[src/rtl/everloop_ctrl.sv]
// ---------------------------------------------------------------------------
// everloop_ctrl
//   LED-ring controller on the j1 I/O bus. The CPU fills a pixel RAM one byte
//   at a time; a serializer streams the frame as a single-wire NRZ pulse train
//   (WS2812 style), then holds the line low for the latch gap.
//
//   Address map (NB = N_LEDS*BPL):
//     0..NB-1  pixel RAM (byte 0 sent first, MSB first)
//     NB       CTRL   write: bit0 START (one-shot), bit1 AUTO; read {6'b0,AUTO,1'b0}
//     NB+1     STATUS read: {5'b0, pending, done_sticky, busy}
//     above    writes ignored, reads return 0x00
//
//   Ports:
//     clk         system clock
//     rst         asynchronous reset, active low
//     cs/wr/rd    chip select, write strobe, read strobe (strobes qualified by cs)
//     addr        byte address
//     d_in        write data
//     d_out       registered read data (valid the cycle after cs&&rd)
//     led_data    serial pixel stream
//     busy        frame in progress (bits or latch gap)
//     frame_done  one-cycle pulse at the end of each latch gap
//
//   Optional feature macro: EVERLOOP_DBUF_EN
//     Defined   -> two RAM banks; the CPU sees the back bank, the serializer
//                  reads the front bank, and the banks swap in the LOAD cycle
//                  that starts each frame.
//     Undefined -> single bank; CPU writes that land ahead of the serializer
//                  show up in the frame being sent.
// ---------------------------------------------------------------------------
module everloop_ctrl #(
  parameter int N_LEDS = 35,
  parameter int BPL    = 4,
  parameter int ADDR_W = 9,
  parameter int T_BIT  = 62,
  parameter int T0H    = 18,
  parameter int T1H    = 35,
  parameter int T_RST  = 2600
) (
  input  logic              clk,
  input  logic              rst,
  input  logic              cs,
  input  logic              wr,
  input  logic              rd,
  input  logic [ADDR_W-1:0] addr,
  input  logic [7:0]        d_in,
  output logic [7:0]        d_out,
  output logic              led_data,
  output logic              busy,
  output logic              frame_done
);

  localparam int NB = N_LEDS * BPL;
`ifdef EVERLOOP_DBUF_EN
  localparam int N_BANKS = 2;
`else
  localparam int N_BANKS = 1;
`endif
  localparam int MEM_D = NB * N_BANKS;
  localparam int MEM_W = (MEM_D > 1) ? $clog2(MEM_D) : 1;
  localparam int BI_W  = (NB > 1) ? $clog2(NB) : 1;
  localparam int T_MAX = (T_BIT > T_RST) ? T_BIT : T_RST;
  localparam int CNT_W = $clog2(T_MAX + 1);

  localparam logic [ADDR_W-1:0] A_CTRL    = ADDR_W'(NB);
  localparam logic [ADDR_W-1:0] A_STAT    = ADDR_W'(NB + 1);
  localparam logic [BI_W-1:0]   LAST_BYTE = BI_W'(NB - 1);
  localparam logic [CNT_W-1:0]  C_BIT_END = CNT_W'(T_BIT - 1);
  localparam logic [CNT_W-1:0]  C_RST_END = CNT_W'(T_RST);
  localparam logic [CNT_W-1:0]  C_T0H     = CNT_W'(T0H);
  localparam logic [CNT_W-1:0]  C_T1H     = CNT_W'(T1H);

  typedef enum logic [1:0] {S_IDLE, S_LOAD, S_BIT, S_LATCH} state_t;

  state_t           state;
  logic [7:0]       mem [MEM_D];
  logic             auto_mode;
  logic             pending;
  logic             done_sticky;
  logic [CNT_W-1:0] tcnt;
  logic [2:0]       bit_cnt;
  logic [BI_W-1:0]  byte_idx;
  logic [7:0]       shift;
  logic [7:0]       prefetch;
  logic             start_req;
  logic             status_rd;
  logic             pix_sel;
  logic [MEM_W-1:0] cpu_idx;
  logic [MEM_W-1:0] load_idx;
  logic [MEM_W-1:0] pf_idx;
`ifdef EVERLOOP_DBUF_EN
  logic             front;
`endif

  // Bus decode and RAM index generation. With two banks, bank b lives at
  // b*NB; the CPU addresses the back bank, and LOAD reads the bank that is
  // about to become the front one (the current back bank).
  always_comb begin
    pix_sel   = (addr < A_CTRL);
    start_req = cs && wr && (addr == A_CTRL) && d_in[0];
    status_rd = cs && rd && (addr == A_STAT);
`ifdef EVERLOOP_DBUF_EN
    cpu_idx   = MEM_W'(addr) + (front ? MEM_W'(0) : MEM_W'(NB));
    load_idx  = front ? MEM_W'(0) : MEM_W'(NB);
    pf_idx    = MEM_W'(byte_idx) + MEM_W'(1) + (front ? MEM_W'(NB) : MEM_W'(0));
`else
    cpu_idx   = MEM_W'(addr);
    load_idx  = '0;
    pf_idx    = MEM_W'(byte_idx) + MEM_W'(1);
`endif
  end

  // Pixel RAM: write port for the CPU only, deliberately not reset.
  always_ff @(posedge clk) begin
    if (cs && wr && pix_sel) mem[cpu_idx] <= d_in;
  end

  // CPU-visible registers: the stored AUTO bit and the registered read mux.
  always_ff @(posedge clk or negedge rst) begin
    if (!rst) begin
      auto_mode <= 1'b0;
      d_out     <= 8'h00;
    end else begin
      if (cs && wr && (addr == A_CTRL)) auto_mode <= d_in[1];
      if (cs && rd) begin
        if (pix_sel)               d_out <= mem[cpu_idx];
        else if (addr == A_CTRL)   d_out <= {6'b0, auto_mode, 1'b0};
        else if (addr == A_STAT)   d_out <= {5'b0, pending, done_sticky, busy};
        else                       d_out <= 8'h00;
      end
    end
  end

  // Serializer FSM. led_data is registered, so it trails the bit counter by
  // one cycle; this gives the two-cycle START-to-first-rise latency (START
  // edge -> LOAD edge -> first BIT edge drives the line high).
  // The next byte is fetched at the start of bit 7 so the byte boundary has
  // no gap. A START landing on the edge that leaves LATCH folds into the
  // frame that begins there instead of queueing another one.
  always_ff @(posedge clk or negedge rst) begin
    if (!rst) begin
      state       <= S_IDLE;
      led_data    <= 1'b0;
      busy        <= 1'b0;
      frame_done  <= 1'b0;
      pending     <= 1'b0;
      done_sticky <= 1'b0;
      tcnt        <= '0;
      bit_cnt     <= 3'd0;
      byte_idx    <= '0;
      shift       <= 8'h00;
      prefetch    <= 8'h00;
`ifdef EVERLOOP_DBUF_EN
      front       <= 1'b0;
`endif
    end else begin
      frame_done <= 1'b0;
      if (status_rd) done_sticky <= 1'b0;
      if (start_req && (state != S_IDLE)) pending <= 1'b1;
      case (state)
        S_IDLE: begin
          led_data <= 1'b0;
          if (start_req) begin
            state <= S_LOAD;
            busy  <= 1'b1;
          end
        end
        S_LOAD: begin
          led_data <= 1'b0;
          shift    <= mem[load_idx];
          byte_idx <= '0;
          bit_cnt  <= 3'd0;
          tcnt     <= '0;
          state    <= S_BIT;
`ifdef EVERLOOP_DBUF_EN
          front    <= ~front;
`endif
        end
        S_BIT: begin
          led_data <= (tcnt < (shift[7] ? C_T1H : C_T0H));
          if ((bit_cnt == 3'd7) && (tcnt == '0) && (byte_idx != LAST_BYTE))
            prefetch <= mem[pf_idx];
          if (tcnt == C_BIT_END) begin
            tcnt <= '0;
            if (bit_cnt == 3'd7) begin
              bit_cnt <= 3'd0;
              if (byte_idx == LAST_BYTE) begin
                state <= S_LATCH;
              end else begin
                byte_idx <= byte_idx + 1'b1;
                shift    <= prefetch;
              end
            end else begin
              bit_cnt <= bit_cnt + 1'b1;
              shift   <= {shift[6:0], 1'b0};
            end
          end else begin
            tcnt <= tcnt + 1'b1;
          end
        end
        S_LATCH: begin
          led_data <= 1'b0;
          if (tcnt == C_RST_END) begin
            tcnt        <= '0;
            frame_done  <= 1'b1;
            done_sticky <= 1'b1;
            if (pending || auto_mode || start_req) begin
              state   <= S_LOAD;
              pending <= 1'b0;
            end else begin
              state <= S_IDLE;
              busy  <= 1'b0;
            end
          end else begin
            tcnt <= tcnt + 1'b1;
          end
        end
        default: state <= S_IDLE;
      endcase
    end
  end

endmodule

[config.mk]
export PLATFORM = sky130hd
export DESIGN_NAME = everloop_ctrl
export DESIGN_NICKNAME = d
export VERILOG_FILES = /design/src/rtl/everloop_ctrl.sv
export SDC_FILE = /design/constraint.sdc
export NUM_CORES = 2
export LEC_CHECK = 0
export BUFFER_PORTS_ARGS = -buffer_cell sky130_fd_sc_hd__clkbuf_2
export CAP_MARGIN = 5
export CORE_ASPECT_RATIO = 0.5
export CORE_UTILIZATION = 45
export DETAILED_ROUTE_END_ITERATION = 6
export PLACE_DENSITY_LB_ADDON = 0.15
export SYNTH_ARGS = -nofsm -noshare
export SYNTH_HDL_FRONTEND = slang
export SYNTH_SLANG_ARGS = --single-unit
[constraint.sdc]
create_clock -name clk -period 4.3 [get_ports clk]
set_input_delay 0.43 -clock clk [delete_from_list [all_inputs] [get_ports clk]]
set_output_delay 0.43 -clock clk [all_outputs]
set_load 0.01 [all_outputs]
==> results by group <==
Outcome
  – Status: finished, final reports clean

Synthesis
  – Sequential fraction of the synthesis area: 62.8%
  – Largest cells by area after synthesis: edfxtp_1 60%, mux4_2 23%, dfrtp_1 2.5%
  – Cells after Synth: 3171
  – Ys Warns: 0
  – Mapped cell area: 55700 um^2
  – Cell taking the most area after synthesis: edfxtp_1
  – Yosys reg bits: 1175
  – Syn Nets: 3207
  – Post-synth ARST share: 4.68%
  – Netlist cell types: 70
  – Number of synthesized flops with an enable pin: 1120
  – Top cell type's share of synthesized area: 60.3%
  – Dominant synthesized flop cell: edfxtp_1
  – Mapped Avg Cell Area: 17.6 um^2

Timing
  – Worst-Margin Slew: 1.37 ns
  – Tcrit/Tclk final: 96.8%
  – Relative slew slack: 7.52%
  – Final setup viols: 0
  – Fmax: 0.240 GHz
  – Setup TNS: 0 ns
  – Crit path time final: 4.16 ns
  – Max Transition Viols Final: 0
  – Final hold vios: 0
  – Worst Skew: 0.0251 ns
  – RSZ-0062 raised after global routing: false

Clocking
  – CTS tree: done
  – Clock Tree Buf Depth: 3
  – Clock sinks: 1175
  – Post-CTS Setup Repair Bufs: 0
  – Root Buffer: clkbuf_16
  – Worst-path clk slew: 0.07 ns
  – Post-CTS Resized: 0
  – Post-CTS Hold Buffers: 1
  – H-tree lvl count: 3
  – Clk Latency, worst-skew pair: 0.74 ns
  – CTS buffer count: 107

Floorplan
  – # rows: 90
  – Top-Level Pins: 33
  – Initial Util: 45.8%
  – Die H: 251 um
  – Core area: 122000 um^2
  – Die Width: 500 um
  – Die ar.: 125000 um^2

Critical path
  – CP startpoint kind: flip-flop
  – Largest fanout on the critical path: 32
  – Crit-path leading delay family: compound AO/OA/AOI/OAI gates
  – Crit-path cells: ha_4, xnor2_2, buf_4, nand2_1, and3_1, o41ai_1, a31oi_1, a31oi_1
  – CP Capture Type: flip-flop
  – Critical Path AT: 4.81 ns
  – RR Startpoint: byte_idx[0]
  – CP max stage delay: 1.09 ns
  – Critical Path Source: byte_idx[0]
  – CP most frequent cell: a31oi_1
  – Critical path class: reg -> reg
  – Worst path required time: 4.95 ns
  – Slowest cell on crit path: o41ai_1
  – Crit path buffers/inverters: 1

Global routing
  – Global-route wire length before repair: 271000 um
  – Vias in the first global route: 34000
  – Gr ovfl total: 0
  – Gr usage total: 31.0%
  – Antenna violations before repair: 7
  – Largest net degree at the start of global routing: 86

Pwr
  – Pwr dens: 376 nW/um^2
  – Max VDD drop: 362 uV
  – Combinational Power Share: 5.3%
  – P_leak: 20.1 nW
  – Clock Power Share: 42.0%
  – Int Pwr: 0.0185 W
  – Sequential share of power: 52.6%
  – Sw power: 0.00538 W
  – Sw frac: 22.6%

Placed design
  – Gp weighted congestion: 0.997
  – Hpwl dp: 131000 um
  – Dpl cells: 4949
  – Port buffer count: 32
  – DP Area: 59800 um^2

Route
  – Routed Antenna Nets: 0
  – Initial DRC Count: 5579
  – First drt pass iteration count: 6
  – Via-per-instance ratio: 6.82
  – Drt wl/cell: 37.4 um
  – Via count: 35200
  – Final wirelength: 193000 um
  – Residual DRC: 0

Finish
  – Final cell count without fillers: 5154
  – Finished Core Util: 52.1%
  – Area growth from synthesis to layout: 13.8%
  – Share of cells above drive strength 1: 32.3%
  – Fin area: 63400 um^2
  – Fin nets: 3440

Min path
  – HP Class: in -> reg
  – HP Start: d_in[2]

Flow run
  – Max Cap Viol: 0
[synthesized netlist by cell type (3+ instances only)]
| master | number |
|---|---|
| a2111oi_0 | 3 |
| a211oi_1 | 45 |
| a21oi_1 | 37 |
| a221oi_1 | 8 |
| a22o_1 | 15 |
| a22oi_1 | 60 |
| a311oi_1 | 19 |
| a31oi_1 | 39 |
| and2_1 | 22 |
| and3_1 | 47 |
| and4_1 | 3 |
| buf_1 | 19 |
| buf_2 | 75 |
| buf_4 | 33 |
| buf_6 | 5 |
| clkbuf_1 | 109 |
| dfrtp_1 | 55 |
| edfxtp_1 | 1120 |
| ha_1 | 14 |
| inv_1 | 16 |
| mux2_2 | 6 |
| mux2i_1 | 92 |
| mux4_2 | 558 |
| nand2_1 | 250 |
| nand2b_1 | 13 |
| nand3_1 | 47 |
| nand4_1 | 18 |
| nor2_1 | 220 |
| nor2b_1 | 18 |
| nor3_1 | 15 |
| nor4_1 | 10 |
| nor4b_1 | 4 |
| o2111ai_1 | 10 |
| o211ai_1 | 10 |
| o21a_1 | 3 |
| o21ai_0 | 63 |
| o22ai_1 | 13 |
| o31ai_1 | 16 |
| o41ai_1 | 9 |
| or3_1 | 4 |
| xnor2_1 | 5 |
[cell type report]
type | count | area, um^2
clock buffers | 118 | 2780
repair buffers | 365 | 3000
fillers | 9723 | 58300
inverters | 18 | 67.6
flip-flops and latches | 1175 | 35000
multi-input cells | 1737 | 19600
clock inverters | 80 | 813
well taps | 1656 | 2070
diodes | 5 | 12.5
[power groups by stage]
stage	Sequential (W)	Combinational [W]	Clock (W)
after floorplan	0.0128	0.000574	0
after global placement	0.0128	0.00124	0
after detailed placement	0.0128	0.00124	0
after CTS	0.0126	0.00125	0.0101
after global routing	0.0125	0.00130	0.0105
final	0.0126	0.00127	0.0100
[kinds of logic (layout without fill, tap and decap cells)]
| family | Yosys count | after routing | share of synthesized area [%] |
|---|---|---|---|
| DFF | 1175 | 1175 | 62.8 |
| xor gates and xnor gates | 7 | 7 | 0.110 |
| AOI/OAI and AO/OA | 376 | 376 | 4.71 |
| buffers and inverters | 259 | 581 | 2.20 |
| other | 0 | 5 | 0 |
| adders and majority gates | 14 | 14 | 0.314 |
| muxes | 656 | 656 | 24.3 |
| and+or+nand+nor | 684 | 684 | 5.53 |
[metal layers]
layer  up-vias  track usage [%]  wire [um]
li1      13700                -          -
met1     18900             46.5      80700
met2      2229             44.6      83600
met3       344             8.19      22400
met4        10             8.48       5920
met5         -                0         62
[cells in the final DEF, fill, tap and decap left out, types with 6 or more instances in the layout]
cell type,synthesis,layout
edfxtp_1,1120,1120
mux4_2,558,558
buf_4,33,315
nand2_1,250,250
nor2_1,220,219
clkbuf_16,0,110
mux2i_1,92,92
o21ai_0,63,63
a22oi_1,60,60
dfrtp_1,55,54
nand3_1,47,47
and3_1,47,47
a211oi_1,45,45
a31oi_1,39,38
a21oi_1,37,37
clkinv_2,0,27
buf_12,0,24
clkbuf_2,0,23
and2_1,22,21
clkinv_1,2,19
a311oi_1,19,19
nand4_1,18,18
inv_1,16,15
nor3_1,15,15
o31ai_1,16,15
a22o_1,15,15
nor2b_1,18,14
bufinv_16,0,14
nand2b_1,13,13
o22ai_1,13,13
ha_1,14,13
clkinvlp_4,0,11
o211ai_1,10,10
o2111ai_1,10,10
nor4_1,10,8
a221oi_1,8,8
o41ai_1,9,8
clkbuf_1,109,8
mux2_2,6,6
[sequential cells by signal (all words and copies together), names as in the netlist]
name	flops
auto_mode	1
bit_cnt	3
busy	1
byte_idx	8
d_out	8
done_sticky	1
frame_done	1
led_data	1
mem	1120
pending	1
prefetch	8
shift	8
state	2
tcnt	12
[stage by stage]
stage / hold WS [ns] / setup slack [ns] / power [W]
2_1_floorplan: 0.134 / 1.23 / 0.0134
3_3_place_gp: 0.466 / -0.277 / 0.0140
6_report: 0.192 / 0.140 / 0.0239
3_5_place_dp: 0.474 / 0.228 / 0.0140
4_1_cts: 0.153 / 0.211 / 0.0239
5_1_grt: 0.178 / 0.0753 / 0.0244
[path summary, 6_finish.rpt]
check,endpoint,slack (ns),cells past startpoint
max,prefetch[2],0.14,8
min,mem[92][2],0.19,1
max reg2reg,prefetch[2],0.14,8
min reg2reg,shift[1],0.49,2
max in group asynchronous,byte_idx[0],3.15,3
min in group asynchronous,busy,0.30,2
Note: power is estimated with default switching activity, not from simulation.
